==> config.mk <==
export PLATFORM = sky130hd
export DESIGN_NAME = wb_uart_fifo
export DESIGN_NICKNAME = d
export VERILOG_FILES = /design/src/rtl/uart_pkg.sv /design/src/rtl/sync_fifo.sv /design/src/rtl/wb_uart_fifo.sv
export SDC_FILE = /design/constraint.sdc
export NUM_CORES = 1
export LEC_CHECK = 0
export CAP_MARGIN = 5
export CORE_AREA = 2 2 264 292
export DETAILED_ROUTE_END_ITERATION = 6
export DIE_AREA = 0 0 266 294
export PLACE_DENSITY = 0.41
export SETUP_SLACK_MARGIN = 0.15
export SLEW_MARGIN = 0
export SYNTH_ARGS = -nofsm -noshare
export SYNTH_HDL_FRONTEND = slang
export SYNTH_SLANG_ARGS = --single-unit
==> constraint.sdc <==
create_clock -name clk -period 6.1 [get_ports clk]
set_input_delay 0.915 -clock clk [delete_from_list [all_inputs] [get_ports clk]]
set_output_delay 0.915 -clock clk [all_outputs]
set_load 0.01 [all_outputs]
==> src/rtl/uart_pkg.sv <==
// Shared definitions for the buffered Wishbone UART: register map,
// STATUS bit positions, serial engine states and the divisor floor.
package uart_pkg;

  localparam logic [1:0] REG_DATA   = 2'd0;
  localparam logic [1:0] REG_STATUS = 2'd1;
  localparam logic [1:0] REG_CTRL   = 2'd2;
  localparam logic [1:0] REG_DIV    = 2'd3;

  localparam int ST_RXAVAIL     = 0;
  localparam int ST_TXFULL      = 1;
  localparam int ST_TXIDLE      = 2;
  localparam int ST_RXOVR       = 3;
  localparam int ST_FRAMERR     = 4;
  localparam int ST_TXDROP      = 5;
  localparam int ST_RXCOUNT_LSB = 8;
  localparam int ST_TXCOUNT_LSB = 16;

  localparam logic [15:0] DIV_MIN = 16'd4;

  typedef enum logic [1:0] {IDLE, START, DATA, STOP} eng_state_e;

  // Divisors below the floor leave too few cycles for mid-bit sampling.
  function automatic logic [15:0] clamp_div(input logic [15:0] v);
    return (v < DIV_MIN) ? DIV_MIN : v;
  endfunction

endpackage

==> src/rtl/sync_fifo.sv <==
// Single-clock show-ahead FIFO; rdata always presents the oldest entry.
module sync_fifo #(
  parameter int width = 8,
  parameter int aw    = 4
) (
  input  logic             clk,
  input  logic             reset_n,
  input  logic             push,
  input  logic [width-1:0] wdata,
  input  logic             pop,
  output logic [width-1:0] rdata,
  output logic             full,
  output logic             empty,
  output logic [aw:0]      count
);

  localparam int          DEPTH   = 1 << aw;
  localparam logic [aw-1:0] PTR_ONE = aw'(1);
  localparam logic [aw:0]   CNT_ONE = (aw + 1)'(1);

  logic [width-1:0] mem_q [DEPTH];
  logic [aw-1:0]    wr_ptr_q, wr_ptr_d;
  logic [aw-1:0]    rd_ptr_q, rd_ptr_d;
  logic [aw:0]      count_q, count_d;
  logic             do_push, do_pop;

  assign full  = (count_q == (aw + 1)'(DEPTH));
  assign empty = (count_q == '0);
  assign count = count_q;
  assign rdata = mem_q[rd_ptr_q];

  // Qualify requests: pushes on full and pops on empty are ignored.
  always_comb begin
    do_push  = push & ~full;
    do_pop   = pop & ~empty;
    wr_ptr_d = wr_ptr_q;
    rd_ptr_d = rd_ptr_q;
    count_d  = count_q;
    if (do_push) wr_ptr_d = wr_ptr_q + PTR_ONE;
    if (do_pop)  rd_ptr_d = rd_ptr_q + PTR_ONE;
    case ({do_push, do_pop})
      2'b10:   count_d = count_q + CNT_ONE;
      2'b01:   count_d = count_q - CNT_ONE;
      default: count_d = count_q;
    endcase
  end

  // Storage array carries no reset; validity is tracked by count.
  always_ff @(posedge clk) begin
    if (do_push) mem_q[wr_ptr_q] <= wdata;
  end

  // Pointer and occupancy registers.
  always_ff @(posedge clk or negedge reset_n) begin
    if (!reset_n) begin
      wr_ptr_q <= '0;
      rd_ptr_q <= '0;
      count_q  <= '0;
    end else begin
      wr_ptr_q <= wr_ptr_d;
      rd_ptr_q <= rd_ptr_d;
      count_q  <= count_d;
    end
  end

endmodule

==> src/rtl/wb_uart_fifo.sv <==
// Buffered Wishbone UART: 8N1 RX/TX engines behind 16-entry FIFOs,
// programmable baud divisor and a registered level interrupt.
module wb_uart_fifo
  import uart_pkg::*;
#(
  parameter int clk_freq = 50000000,
  parameter int baud     = 115200,
  parameter int fifo_aw  = 4
) (
  input  logic        clk,
  input  logic        reset_n,
  input  logic [31:0] wb_adr_i,
  input  logic [31:0] wb_dat_i,
  output logic [31:0] wb_dat_o,
  input  logic        wb_stb_i,
  input  logic        wb_cyc_i,
  input  logic        wb_we_i,
  input  logic [3:0]  wb_sel_i,
  output logic        wb_ack_o,
  output logic        intr,
  input  logic        uart_rxd,
  output logic        uart_txd
);

  localparam logic [15:0] DIV_RESET = 16'(clk_freq / baud);

  logic        ack_q, ack_d;
  logic        access, wr_en, rd_en;
  logic [1:0]  reg_sel;
  logic [31:0] rdata, status_word;
  logic [2:0]  ctrl_q, ctrl_d;
  logic [15:0] div_q, div_d;
  logic        rxovr_q, rxovr_d, framerr_q, framerr_d, txdrop_q, txdrop_d;
  logic        intr_q, intr_d;
  logic        rxovr_set, framerr_set, txdrop_set, sticky_clr;

  logic        rx_push, rx_pop, rx_full, rx_empty;
  logic [7:0]  rx_rdata;
  logic [fifo_aw:0] rx_count;
  logic        tx_push, tx_pop, tx_full, tx_empty, tx_idle;
  logic [7:0]  tx_rdata;
  logic [fifo_aw:0] tx_count;

  logic        rx_s1_q, rx_s1_d, rx_s2_q, rx_s2_d, rx_prev_q, rx_prev_d;
  eng_state_e  rx_state_q, rx_state_d;
  logic [15:0] rx_cnt_q, rx_cnt_d, rx_div_q, rx_div_d;
  logic [2:0]  rx_bit_q, rx_bit_d;
  logic [7:0]  rx_shift_q, rx_shift_d;
  logic        rx_break_q, rx_break_d;

  eng_state_e  tx_state_q, tx_state_d;
  logic [15:0] tx_cnt_q, tx_cnt_d, tx_div_q, tx_div_d;
  logic [2:0]  tx_bit_q, tx_bit_d;
  logic [7:0]  tx_shift_q, tx_shift_d;
  logic        txd_q, txd_d;
  logic        tx_load;

  logic unused_ok;
  assign unused_ok = ^{wb_sel_i, wb_adr_i[31:4], wb_adr_i[1:0], wb_dat_i[31:16]};

  assign reg_sel  = wb_adr_i[3:2];
  assign access   = ack_q & wb_stb_i & wb_cyc_i;
  assign wr_en    = access & wb_we_i;
  assign rd_en    = access & ~wb_we_i;
  assign wb_ack_o = ack_q;
  assign wb_dat_o = ack_q ? rdata : 32'd0;
  assign intr     = intr_q;
  assign uart_txd = txd_q;
  assign tx_idle  = tx_empty & (tx_state_q == IDLE);

  sync_fifo #(.width(8), .aw(fifo_aw)) u_rx_fifo (
    .clk(clk), .reset_n(reset_n), .push(rx_push), .wdata(rx_shift_q),
    .pop(rx_pop), .rdata(rx_rdata), .full(rx_full), .empty(rx_empty),
    .count(rx_count)
  );

  sync_fifo #(.width(8), .aw(fifo_aw)) u_tx_fifo (
    .clk(clk), .reset_n(reset_n), .push(tx_push), .wdata(wb_dat_i[7:0]),
    .pop(tx_pop), .rdata(tx_rdata), .full(tx_full), .empty(tx_empty),
    .count(tx_count)
  );

  // Bus handshake, register writes, sticky flags and the interrupt level.
  always_comb begin
    ack_d      = wb_stb_i & wb_cyc_i & ~ack_q;
    rx_pop     = rd_en & (reg_sel == REG_DATA);
    tx_push    = wr_en & (reg_sel == REG_DATA);
    txdrop_set = tx_push & tx_full;
    sticky_clr = wr_en & (reg_sel == REG_STATUS);
    ctrl_d     = ctrl_q;
    div_d      = div_q;
    if (wr_en && reg_sel == REG_CTRL) ctrl_d = wb_dat_i[2:0];
    if (wr_en && reg_sel == REG_DIV)  div_d  = clamp_div(wb_dat_i[15:0]);
    rxovr_d   = rxovr_set   | (rxovr_q   & ~(sticky_clr & wb_dat_i[ST_RXOVR]));
    framerr_d = framerr_set | (framerr_q & ~(sticky_clr & wb_dat_i[ST_FRAMERR]));
    txdrop_d  = txdrop_set  | (txdrop_q  & ~(sticky_clr & wb_dat_i[ST_TXDROP]));
    intr_d    = (ctrl_q[0] & ~rx_empty) | (ctrl_q[1] & tx_idle) |
                (ctrl_q[2] & (rxovr_q | framerr_q | txdrop_q));
  end

  // Assemble STATUS and select read data by word offset.
  always_comb begin
    status_word                          = '0;
    status_word[ST_RXAVAIL]              = ~rx_empty;
    status_word[ST_TXFULL]               = tx_full;
    status_word[ST_TXIDLE]               = tx_idle;
    status_word[ST_RXOVR]                = rxovr_q;
    status_word[ST_FRAMERR]              = framerr_q;
    status_word[ST_TXDROP]               = txdrop_q;
    status_word[ST_RXCOUNT_LSB +: 5]     = 5'(rx_count);
    status_word[ST_TXCOUNT_LSB +: 5]     = 5'(tx_count);
    rdata = '0;
    case (reg_sel)
      REG_DATA:   if (!rx_empty) rdata = {23'd0, 1'b1, rx_rdata};
      REG_STATUS: rdata = status_word;
      REG_CTRL:   rdata = {29'd0, ctrl_q};
      REG_DIV:    rdata = {16'd0, div_q};
      default:    rdata = '0;
    endcase
  end

  // RX engine: synchronise the line, find the start edge, sample mid-bit.
  always_comb begin
    rx_s1_d     = uart_rxd;
    rx_s2_d     = rx_s1_q;
    rx_prev_d   = rx_s2_q;
    rx_state_d  = rx_state_q;
    rx_cnt_d    = rx_cnt_q + 16'd1;
    rx_div_d    = rx_div_q;
    rx_bit_d    = rx_bit_q;
    rx_shift_d  = rx_shift_q;
    rx_break_d  = rx_break_q;
    rx_push     = 1'b0;
    rxovr_set   = 1'b0;
    framerr_set = 1'b0;
    case (rx_state_q)
      IDLE: begin
        rx_cnt_d = '0;
        if (rx_prev_q && !rx_s2_q) begin
          rx_div_d   = div_q;
          rx_state_d = START;
        end
      end
      START: begin
        if (rx_cnt_q == (rx_div_q >> 1) - 16'd1) begin
          rx_cnt_d   = '0;
          rx_bit_d   = '0;
          rx_state_d = rx_s2_q ? IDLE : DATA;
        end
      end
      DATA: begin
        if (rx_cnt_q == rx_div_q - 16'd1) begin
          rx_cnt_d   = '0;
          rx_shift_d = {rx_s2_q, rx_shift_q[7:1]};
          rx_bit_d   = rx_bit_q + 3'd1;
          if (rx_bit_q == 3'd7) rx_state_d = STOP;
        end
      end
      STOP: begin
        if (rx_break_q) begin
          rx_cnt_d = '0;
          if (rx_s2_q) begin
            rx_break_d = 1'b0;
            rx_state_d = IDLE;
          end
        end else if (rx_cnt_q == rx_div_q - 16'd1) begin
          rx_cnt_d = '0;
          if (rx_s2_q) begin
            rx_push    = ~rx_full;
            rxovr_set  = rx_full;
            rx_state_d = IDLE;
          end else begin
            framerr_set = 1'b1;
            rx_break_d  = 1'b1;
          end
        end
      end
      default: rx_state_d = IDLE;
    endcase
  end

  // TX engine: shift out start, 8 data bits LSB first, stop; reload back to back.
  always_comb begin
    tx_state_d = tx_state_q;
    tx_cnt_d   = tx_cnt_q + 16'd1;
    tx_div_d   = tx_div_q;
    tx_bit_d   = tx_bit_q;
    tx_shift_d = tx_shift_q;
    txd_d      = txd_q;
    tx_load    = 1'b0;
    case (tx_state_q)
      IDLE: begin
        tx_cnt_d = '0;
        txd_d    = 1'b1;
        tx_load  = ~tx_empty;
      end
      START: begin
        if (tx_cnt_q == tx_div_q - 16'd1) begin
          tx_cnt_d   = '0;
          tx_bit_d   = '0;
          txd_d      = tx_shift_q[0];
          tx_state_d = DATA;
        end
      end
      DATA: begin
        if (tx_cnt_q == tx_div_q - 16'd1) begin
          tx_cnt_d = '0;
          if (tx_bit_q == 3'd7) begin
            txd_d      = 1'b1;
            tx_state_d = STOP;
          end else begin
            tx_bit_d   = tx_bit_q + 3'd1;
            tx_shift_d = {1'b0, tx_shift_q[7:1]};
            txd_d      = tx_shift_q[1];
          end
        end
      end
      STOP: begin
        if (tx_cnt_q == tx_div_q - 16'd1) begin
          tx_cnt_d   = '0;
          tx_state_d = IDLE;
          tx_load    = ~tx_empty;
        end
      end
      default: tx_state_d = IDLE;
    endcase
    if (tx_load) begin
      tx_div_d   = div_q;
      tx_shift_d = tx_rdata;
      tx_cnt_d   = '0;
      txd_d      = 1'b0;
      tx_state_d = START;
    end
  end

  assign tx_pop = tx_load;

  // All control state; reset aborts any frame in flight.
  always_ff @(posedge clk or negedge reset_n) begin
    if (!reset_n) begin
      ack_q      <= 1'b0;
      ctrl_q     <= '0;
      div_q      <= DIV_RESET;
      rxovr_q    <= 1'b0;
      framerr_q  <= 1'b0;
      txdrop_q   <= 1'b0;
      intr_q     <= 1'b0;
      rx_s1_q    <= 1'b1;
      rx_s2_q    <= 1'b1;
      rx_prev_q  <= 1'b1;
      rx_state_q <= IDLE;
      rx_cnt_q   <= '0;
      rx_div_q   <= DIV_RESET;
      rx_bit_q   <= '0;
      rx_shift_q <= '0;
      rx_break_q <= 1'b0;
      tx_state_q <= IDLE;
      tx_cnt_q   <= '0;
      tx_div_q   <= DIV_RESET;
      tx_bit_q   <= '0;
      tx_shift_q <= '0;
      txd_q      <= 1'b1;
    end else begin
      ack_q      <= ack_d;
      ctrl_q     <= ctrl_d;
      div_q      <= div_d;
      rxovr_q    <= rxovr_d;
      framerr_q  <= framerr_d;
      txdrop_q   <= txdrop_d;
      intr_q     <= intr_d;
      rx_s1_q    <= rx_s1_d;
      rx_s2_q    <= rx_s2_d;
      rx_prev_q  <= rx_prev_d;
      rx_state_q <= rx_state_d;
      rx_cnt_q   <= rx_cnt_d;
      rx_div_q   <= rx_div_d;
      rx_bit_q   <= rx_bit_d;
      rx_shift_q <= rx_shift_d;
      rx_break_q <= rx_break_d;
      tx_state_q <= tx_state_d;
      tx_cnt_q   <= tx_cnt_d;
      tx_div_q   <= tx_div_d;
      tx_bit_q   <= tx_bit_d;
      tx_shift_q <= tx_shift_d;
      txd_q      <= txd_d;
    end
  end

endmodule
==> results.toml <==
[timing]
slew_violations = 0
setup_tns_ps = 0
rsz0062_at_grt = "false"
tightest_slew_ps = 1130
period_share_pct = 85.2
setup_viol = 0
fmax_ghz = 0.193
fin_crit_ps = 5190
hold_violations = 0
hold_slack_ps = 356
clock_skew_ps = 33.8
relSlewSlack_pct = 24.6

[outcome]
status = "finished, final reports clean"

[floorplan]
die_h_um = 294
dieArea_um2 = 78200
die_w_um = 266
start_util_pct = 24.8
rows = 106
io_pins = 109
core_um2 = 75300

[grt]
antenna_found_initial = 2
track_usage_pct = 12.2
grt_pass1_wl_um = 71800
grt_max_degree = 87
globalRouteOverflowTotal = 0
grt_pass1_vias = 11200

[power]
powerDensity_nw_per_um2 = 388
peakVddDrop_v = 0.000191
p_leak_nw = 8.15
finalPower_w = 0.00849

[cts]
cts-root-buf = "clkbuf_16"
cts_tree = "built"
clock-sinks = 401
insertion_delay_ps = 610
clk_pin_slew_worst_paths_ps = 50
postCtsSetupRepairBufs = 0
cts.path.max_buffers = 3
post_cts_resized = 0
hold_buffers = 0
h-tree-depth = 2
numCtsBuffers = 48

[critical_path]
critical_path.slowest_cell = "or4_1"
critPathArrivalTime_ps = 5650
cp_common_cell = "inv_1"
criticalPathCategory = "register to register"
cp_max_fo = 18
critPathLaunchType = "register"
cp-end-kind = "register"
max_stage_delay_ps = 640
crit_chain = "inv_1, ha_1, nor3b_1, and2_1, a31oi_1, or4_1, or4_1, nor4b_4, buf_4, inv_2, ha_1, inv_1, fa_1, inv_1, a21o_1, a21oi_1, xnor2_1, nor2_1, xor2_1"
critPathRequiredTime_ps = 6560

[synthesis]
yosysTopAreaCellShare_pct = 41.2
synth_area_leaders = "edfxtp_1, dfrtp_1, mux4_2"
syn_inst = 1363
avgSynthCellArea_um2 = 13.7
synth_edf_count = 256
yosysSeqAreaShare_pct = 60.8
yosysUniqueCellTypes = 79
ys_ff_latch = 401
synth.top_cells.by_count = "edfxtp_1, dfrtp_1, nand2_1"
async_reset_ff_share_pct = 36.2
syn-cell-area_um2 = 18600
synth.most_common_cell = "edfxtp_1"
yosys_warnings = 0
ys_dominant_reg_cell = "edfxtp_1"
yosys.area.top_type = "edfxtp_1"

[placement]
placed_area_um2 = 20300
place_congestion = 0.780
hpwlAfterDp_um = 32000
io_buffers = 47

[layout]
nets = 1524
finalInstanceArea_um2 = 21900
diodes = 0
syn_to_final_growth_pct = 17.3
multi_input_area_um2 = 6830
seqCellArea_um2 = 11300
nFillCells = 7596
drive_gt1_share_pct = 17.0

[drt]
routed_via_density = 4.55
final_antenna_net_count = 0
wl_per_cell_um = 19.5
drt_iter0_drc = 717
vias = 11100
routed_wl_um = 47300
drc = 0
first_pass_iters = 5

[min_path]
hold_path.class = "register to register"

[job]
cap_violations = 0
area by class of cell:
type	count	share of cell area (%)
clock buffers	60	5.79
clock inverters	28	1.64
inverters	39	0.669
multi-input cells	850	31.2
flip-flops and latches	401	51.9
well taps	972	5.56
repair buffers	78	3.28
routing by layer:
metal	part of all wire, %	vias up	global-route usage [%]
met5	0.017	-	0
met3	3.7	59	2.18
met2	48	181	19.7
li1	-	5202	-
met4	1.9	2	2.97
met1	47	5610	16.8
cells by family (layout without fill, tap and decap cells):
group,count (synthesis),after routing,share of synthesized area [%]
buffers and inverters,122,205,2.85
adder cells (fa/ha/maj),32,32,2.19
multiplexers,147,147,12.1
AO/OA/AOI/OAI,156,156,5.47
XOR/XNOR,111,111,5.21
other,1,11,0.0201
AND/OR/NAND/NOR,393,393,11.3
flip-flops,401,401,60.8
worst max-delay path, delay by kind of cell (launching register included):
kind / cells / cell delay [ps]
XOR/XNOR: 2 / 280
AO/OA/AOI/OAI: 3 / 440
buffers and inverters: 5 / 740
adder cells (fa/ha/maj): 3 / 670
AND/OR/NAND/NOR: 6 / 2460
flip-flops: 1 / 470
metrics by stage:
step                      util (%)  cells  worst slack, ps
after floorplan                  -   1373             1530
after global placement        26.9   2340              832
after detailed placement      26.9   2340              897
after CTS                     29.0   2428              882
after global routing          29.0   2428              578
final                         29.0   2428              905
worst paths after layout:
kind	endpoint	slack, ps	cells after the start	start
max	u_rx_fifo.count[4]	910	19	rx_div_q[0]
min	rx_prev_d	360	0	rx_s1_q
max reg2reg	u_rx_fifo.count[4]	910	19	rx_div_q[0]
min reg2reg	rx_prev_d	360	0	rx_s1_q
max in group asynchronous	intr	4300	2	reset_n
min in group asynchronous	tx_cnt_q[13]	420	1	reset_n
placed cells by master, fill, tap and decap left out, drive strengths merged, types with 7 or more instances in the layout:
cell type,instances
mux4,58
conb,11
mux2i,41
nand2b,11
clkinv,19
inv,40
clkbuf,60
buf,32
clkdlybuf4s50,46
dfstp,19
nor2b,11
xnor2,60
xor2,51
and2,16
nor2,83
and4b,8
nor3,20
nor4b,8
nand3,36
a21oi,34
o21ai,46
nor3b,8
a221oi,9
nor4,21
bufinv,7
edfxtp,256
nand2,100
dfrtp,126
mux2,48
nand4,12
ha,31
a22oi,11
and3,27
power by group:
part           switching [W]  leakage (nW)  internal (W)  total (W)
Clock                0.00116         0.780       0.00177    0.00294
Combinational        0.00113          3.14      0.000965    0.00210
Sequential          0.000341          4.22       0.00311    0.00346
Total                0.00264          8.15       0.00585    0.00849
sequential cells by signal, indices dropped and copies added, names as in the netlist, 3 cells and up, named ones only:
register	count
u_rx_fifo.mem_q	128
u_tx_fifo.mem_q	128
div_q	16
rx_cnt_q	16
rx_div_q	16
tx_cnt_q	16
tx_div_q	16
rx_shift_q	8
tx_shift_q	8
u_rx_fifo.count	5
u_tx_fifo.count	5
u_rx_fifo.rd_ptr_q	4
u_rx_fifo.wr_ptr_q	4
u_tx_fifo.rd_ptr_q	4
u_tx_fifo.wr_ptr_q	4
ctrl_q	3
rx_bit_q	3
tx_bit_q	3
Power figures use the tool's default switching activity.
